## config.mk

```make
export PLATFORM = sky130hd
export DESIGN_NAME = key_window_sequencer
export DESIGN_NICKNAME = d
export VERILOG_FILES = /design/src/rtl/key_window_sequencer.sv
export SDC_FILE = /design/constraint.sdc
export NUM_CORES = 1
export LEC_CHECK = 0
export CAP_MARGIN = 30
export CORE_AREA = 3 3 117 119
export DETAILED_ROUTE_END_ITERATION = 12
export DIE_AREA = 0 0 120 122
export MAX_ROUTING_LAYER = met4
export PLACE_DENSITY = 0.74
export SYNTH_ARGS = -nofsm -noshare
export SYNTH_HDL_FRONTEND = slang
export SYNTH_SLANG_ARGS = --single-unit
```

## constraint.sdc

```tcl
create_clock -name clk -period 4.45 [get_ports clk]
set_clock_uncertainty 0.05 [all_clocks]
set_input_delay 0.89 -clock clk [delete_from_list [all_inputs] [get_ports clk]]
set_output_delay 0.89 -clock clk [all_outputs]
set_load 0.02 [all_outputs]
```

## src/rtl/key_window_sequencer.sv

```systemverilog
// ---------------------------------------------------------------------------
// key_window_sequencer
//
// Purpose:
//    Key source for a time-keyed locked FSM. Six key slots are written by
//    software while idle. Once armed, the block waits for the start of the
//    next 0..29 period and then presents the key of the current 5-cycle
//    window on key_out. The period counter mirrors the consumer's counter
//    and uses the same reset net, so both stay cycle-aligned. All state
//    updates happen on the falling edge of clk, as in the consumer.
//
// Ports:
//    clk        in   1      clock, registers update on the falling edge
//    rst        in   1      asynchronous active-high reset
//    load_en    in   1      write request for one key slot
//    load_idx   in   3      slot index 0..NUM_WIN-1
//    load_key   in   KEY_W  key data, bit i drives consumer keyinput i
//    cfg_lock   in   1      sticky write protect, cleared only by rst
//    arm        in   1      request start of key delivery
//    halt       in   1      stop delivery and return to IDLE
//    key_out    out  KEY_W  key presented to the consumer
//    cnt        out  6      period counter 0..PERIOD-1
//    win_idx    out  3      current window, cnt / WIN_LEN
//    running    out  1      high while keys are being delivered
//    keys_ready out  1      every slot written since reset
//    load_err   out  1      one-cycle pulse after a rejected write
// ---------------------------------------------------------------------------
module key_window_sequencer #(
    parameter int KEY_W   = 18,
    parameter int NUM_WIN = 6,
    parameter int WIN_LEN = 5
) (
    input  logic             clk,
    input  logic             rst,
    input  logic             load_en,
    input  logic [2:0]       load_idx,
    input  logic [KEY_W-1:0] load_key,
    input  logic             cfg_lock,
    input  logic             arm,
    input  logic             halt,
    output logic [KEY_W-1:0] key_out,
    output logic [5:0]       cnt,
    output logic [2:0]       win_idx,
    output logic             running,
    output logic             keys_ready,
    output logic             load_err
);

    localparam int                 PERIOD    = NUM_WIN * WIN_LEN;
    localparam logic [5:0]         CNT_LAST  = 6'(PERIOD - 1);
    localparam logic [NUM_WIN-1:0] ALL_VALID = '1;

    typedef enum logic [1:0] {
        ST_IDLE  = 2'd0,
        ST_ARMED = 2'd1,
        ST_RUN   = 2'd2
    } state_t;

    state_t             r_state;
    state_t             w_stateNext;
    logic [5:0]         r_cnt;
    logic [5:0]         w_cntNext;
    logic [2:0]         w_winIdx;
    logic [2:0]         w_winNext;
    logic [KEY_W-1:0]   r_slot [NUM_WIN];
    logic [NUM_WIN-1:0] r_validMask;
    logic               r_lock;
    logic               r_loadErr;
    logic [KEY_W-1:0]   r_keyOut;
    logic [KEY_W-1:0]   w_keyNext;
    logic               w_keysReady;
    logic               w_writeAccept;

    // Maps a counter value onto its window number. Written as a threshold
    // scan rather than a divide so it stays a small compare chain.
    function automatic logic [2:0] winOf(input logic [5:0] c);
        logic [2:0] w;
        w = '0;
        for (int i = 1; i < NUM_WIN; i++) begin
            if (int'(c) >= i * WIN_LEN) begin
                w = 3'(i);
            end
        end
        return w;
    endfunction

    // Counter successor and the window of both the current and the next
    // count. The next window is what key_out has to show after this edge.
    always_comb begin
        w_cntNext = (r_cnt == CNT_LAST) ? 6'd0 : r_cnt + 6'd1;
        w_winIdx  = winOf(r_cnt);
        w_winNext = winOf(w_cntNext);
    end

    // A write is taken only in IDLE with the lock still open before this
    // edge, so a write paired with cfg_lock in the same cycle still lands.
    always_comb begin
        w_keysReady   = (r_validMask == ALL_VALID);
        w_writeAccept = load_en && (r_state == ST_IDLE) && !r_lock &&
                        (int'(load_idx) < NUM_WIN);
    end

    // The period counter never pauses in any state; it must track the
    // consumer's free-running counter that shares this reset.
    always_ff @(negedge clk or posedge rst) begin
        if (rst) begin
            r_cnt <= '0;
        end else begin
            r_cnt <= w_cntNext;
        end
    end

    // Next-state logic. halt wins over arm and over the period wrap. The
    // arm decision uses keys_ready from before any write in this cycle.
    always_comb begin
        w_stateNext = r_state;
        case (r_state)
            ST_IDLE: begin
                if (!halt && arm && w_keysReady) begin
                    w_stateNext = ST_ARMED;
                end
            end
            ST_ARMED: begin
                if (halt) begin
                    w_stateNext = ST_IDLE;
                end else if (r_cnt == CNT_LAST) begin
                    w_stateNext = ST_RUN;
                end
            end
            ST_RUN: begin
                if (halt) begin
                    w_stateNext = ST_IDLE;
                end
            end
            default: begin
                w_stateNext = ST_IDLE;
            end
        endcase
    end

    // The key for the coming window is selected one edge ahead so that it
    // is stable for a whole cycle before the consumer samples it. Outside
    // RUN the key is forced to zero, steering the consumer into its trap.
    always_comb begin
        w_keyNext = '0;
        if (w_stateNext == ST_RUN) begin
            for (int i = 0; i < NUM_WIN; i++) begin
                if (w_winNext == 3'(i)) begin
                    w_keyNext = r_slot[i];
                end
            end
        end
    end

    // State register and registered key output.
    always_ff @(negedge clk or posedge rst) begin
        if (rst) begin
            r_state  <= ST_IDLE;
            r_keyOut <= '0;
        end else begin
            r_state  <= w_stateNext;
            r_keyOut <= w_keyNext;
        end
    end

    // Key storage, valid mask, sticky lock and the rejected-write pulse.
    // Reset wipes every key, so software has to reload after any reset.
    always_ff @(negedge clk or posedge rst) begin
        if (rst) begin
            for (int i = 0; i < NUM_WIN; i++) begin
                r_slot[i] <= '0;
            end
            r_validMask <= '0;
            r_lock      <= 1'b0;
            r_loadErr   <= 1'b0;
        end else begin
            for (int i = 0; i < NUM_WIN; i++) begin
                if (w_writeAccept && (load_idx == 3'(i))) begin
                    r_slot[i]      <= load_key;
                    r_validMask[i] <= 1'b1;
                end
            end
            if (cfg_lock) begin
                r_lock <= 1'b1;
            end
            r_loadErr <= load_en && !w_writeAccept;
        end
    end

    assign key_out    = r_keyOut;
    assign cnt        = r_cnt;
    assign win_idx    = w_winIdx;
    assign running    = (r_state == ST_RUN);
    assign keys_ready = w_keysReady;
    assign load_err   = r_loadErr;

endmodule

```

# Word level (Yosys, flattened, before mapping)
# Index checks and enable logic that the tools add are counted.
[op_classes]
eq_ne = 15
n_reduce_logical = 18
n_addsub = 1
muxes = 23
n_lt_le_gt_ge = 11
[op_table]
columns = ["op", "n"]
rows = [
  ["18-bit 2-to-1 mux", 7],
  ["6-bit by 4-bit >= comparator with 1-bit output (second input constant)", 4],
  ["6-bit by 5-bit >= comparator with 1-bit output (second input constant)", 4],
  ["3-bit 2-to-1 mux", 8],
  ["3-bit by 2-bit equality test with 1-bit output (second input constant)", 4],
  ["3-bit equality test (second input constant)", 4],
  ["6-bit by 3-bit >= comparator with 1-bit output (second input constant)", 2],
  ["1-bit logical AND", 12],
  ["2-bit 2-to-1 mux", 4],
  ["6-bit by 1-bit adder with 6-bit output (second input constant)", 1],
  ["3-bit by 1-bit equality test with 1-bit output (second input constant)", 2],
  ["6-bit by 5-bit equality test with 1-bit output (second input constant)", 1],
  ["6-bit equality test (second input constant)", 1],
  ["3-bit zero test", 2],
  ["6-bit 2-to-1 mux", 1],
  ["2-bit one-hot mux with 3 select lines", 1],
  ["2-bit equality test (second input constant)", 2],
  ["1-bit zero test", 3],
  ["3-bit < comparator (second input constant)", 1],
  ["2-bit by 1-bit equality test with 1-bit output (second input constant)", 1],
  ["2-bit zero test", 1],
  ["1-bit 2-to-1 mux", 2],
]
[totals]
output_inout_bits = 30
in_bits = 27
ff_bits = 142
elab_cells = 85

# Longest topological paths before layout
[logic_depth]
word_depth = 16
ltp_mapped = 11
mapped_depth_nobuf = 9

==> run metrics <==
Worst Path Buf+Inv=2; leak pwr=4.14 nW; Crit path max-delay family=flip-flops; die area=14600 um2; GR Overflow Total=0; CP Class=reg -> out; GRT Util Overall=25.8%; slowest cell delay on critical path=0.48 ns; layout cell share with drive strength beyond 1=39.2%; RD Place Congestion=0.958; Mapped Cells=536; Place WS=-0.665 ns; clk root buf=clkbuf_16; endpoint class of the critical path=primary output; dominant cell by count in the synthesized netlist=dfrtn_1; Starting DRT DRC Count=419; Final nets=680; number of iterations in the first detailed-routing pass=5; first-pass GRT wire length=28.3 mm; Placeable Area=12700 um2; Clk pwr share=51.6%; H-tree depth=4; largest net degree at the start of global routing=52; Worst Path Max Fanout=4; IO Port Bufs=56; type of the tightest min-delay check=reg -> reg; post-layout total power=3.05 mW; synthesized area per cell=12.2 um2; FF-to-FF Start=cnt[0]; clk sinks=142; CP Capture Point=win_idx[0]; Layout area overhead=35.3%; Worst path depth=7; worst hold slack=0.369 ns; combinational power share=4.2%; post-synth cell types=53; post-route insts no fill=832; vias=4889; status=complete, but fails checks; post-synth top area cell=dfrtn_1; vias in the first global route=5205; drc violations=0; n_diodes=0; setup tns final=-1.02 ns; VDD IR max=0.000537 V; Power Density=346 nW/um2; number of max-cap violations=0; Reg2Reg Depth=14; pin slew with the least headroom to its limit=1.07 ns; ranking of synthesized cells by area=dfrtn_1 54%, mux2_2 17%, nand2_1 2.2%, o21ai_0 2.0%, a31oi_1 1.7%; Yosys reg bits=142; Final Max Slew Viols=0; Critical Path Slowest Stage Cell=dfrtn_1; initial antenna violation count=0; Rows=41; Die Wd=120 um; CP Launch Type=register; Post-synth top cells=142 x dfrtn_1, 99 x mux2_2, 39 x nand2_1; cell count after placement=772; Final ANT Viol Nets=0; via/cell ratio=5.88; CP Launch Point=cnt[1]; worst skew pair latency=0.41 ns; Design Area, Final=8830 um2; Top FF cell, synth=dfrtn_1; wirelength, routed=17.7 mm; Worst slew margin=28.1%; deepest clock path buffer count=2; wire per inst=21.2 um; CTS Buf Count=17; Reg2Reg Setup Slack=0.64 ns; failing checks=setup timing; Starting Density=51.5%; Final WS setup=-0.511 ns; CP cell instances=inv_2 -> ha_4 -> nor2b_4 -> nor3b_2 -> o32ai_2 -> nand2b_1 -> buf_6; dpl hpwl=10.2 mm; cts hold-fix bufs=0; share of the synthesized area in the top cell type=54.4%; die height=122 um; dpl cell area=7810 um2; # setup viols final=3; final core utilization=69.7%; I/O Pins=57; share of synthesized flip-flops with an asynchronous set or reset=100%; register area share after synthesis=54.4%; Switching Share=21.1%; Post-synth EDFFs=0; Worst Hold Launch=r_validMask[4]; Psw=0.643 mW; Seq pwr share=44.2%; Synth warnings=0; CP Data Arrival Time=4.02 ns; final hold viol count=0; CTS tree=done; Worst-path clk slew=0.04 ns; Post-Synthesis Net Count=569; RSZ-0062 raised after global routing=true; CP required=3.51 ns; reg2reg end=key_out[7]; P_int=2.41 mW; Post-Syn Area=6530 um2
[power by group through the flow]
stage | Clock, mW | Combinational, mW | Sequential [mW]
after detailed placement | 0 | 0.127 | 1.37
after floorplan | 0 | 0.0655 | 1.37
after CTS | 1.59 | 0.129 | 1.35
after global placement | 0 | 0.122 | 1.37
final | 1.57 | 0.128 | 1.35
after global routing | 1.64 | 0.141 | 1.35
[worst min path at each step]
stage / endpoint / slack, ns / cells past startpoint
finish: r_validMask[4] / 0.37 / 1
floorplan: r_validMask[5] / 0.35 / 1
global placement: r_validMask[3] / 0.36 / 1
CTS: r_validMask[1] / 0.37 / 1
global route: r_validMask[4] / 0.39 / 1
detailed placement: r_validMask[1] / 0.37 / 1
[logic make-up after synthesis]
group                    count (synthesis)  share of synthesized area [%]
adder cells (fa/ha/maj)                  6                           1.15
XOR/XNOR                                 4                          0.652
multiplexers                           111                           19.1
AO/OA/AOI/OAI                           95                           10.5
buffers and inverters                   40                           3.14
flip-flops                             142                           54.4
AND/OR/NAND/NOR                        138                           11.0
[state kept, by name, indices dropped and copies added, names as in the netlist]
register	count
r_slot	108
r_state	2
r_validMask	6
r_lock	1
cnt	6
key_out	18
load_err	1
[repair_timing]
action	4_1_cts	5_1_grt
pin swaps	4	6
setup buffers	16	9
gates cloned	4	0
endpoints found under the setup margin	120	33
resized for setup	85	23
endpoints found under the hold margin	0	0
[routing by layer]
metal  GRT usage, %  wire [um]  up-vias
li1               -          -     2149
met1           33.3       7680     2551
met2           41.2       8840      166
met3           5.99        900       23
met4           7.30        229        0
met5              -          0        -
[final cells by class]
cell class              instances  area (um2)
inverters                       8        33.8
clock buffers                  19         443
well taps                     172         215
repair buffers                124        1270
flip-flops and latches        142        3550
multi-input cells             354        3100
fillers                       884        3840
clock inverters                13         213
[worst reg2reg max path, delay by kind of cell, from the launching register on]
family          cells  cell delay [ns]
simple gates        4             1.30
compound gates      2             0.69
fa+ha+maj           1             0.33
flops               1             0.45
buf+inv             7             0.82
[layout by cell type, fill, tap and decap left out, drive strengths merged, types with 2 or more instances in the layout]
cell type	Yosys	final
a21boi	2	2
a21o	6	6
inv	8	8
clkbuf	12	20
nand2	39	39
or3	2	2
clkdlybuf4s15	0	2
mux2i	3	3
nand3	9	9
nor2b	17	17
clkinvlp	0	4
nor4b	3	3
nor2	29	29
mux2	108	108
o211ai	2	2
or2	6	6
a31oi	18	18
xor2	2	2
a311oi	7	7
dlygate4sd2	0	22
and3	6	6
buf	20	76
a211o	12	12
clkinv	0	4
a221oi	12	12
a21oi	4	4
and2	3	3
dfrtn	142	142
xnor2	2	2
clkdlybuf4s50	0	22
nand2b	8	8
ha	6	6
nor3	7	7
nor3b	3	3
o21ai	27	27
bufinv	0	5
Power figures use the tool's default switching activity.
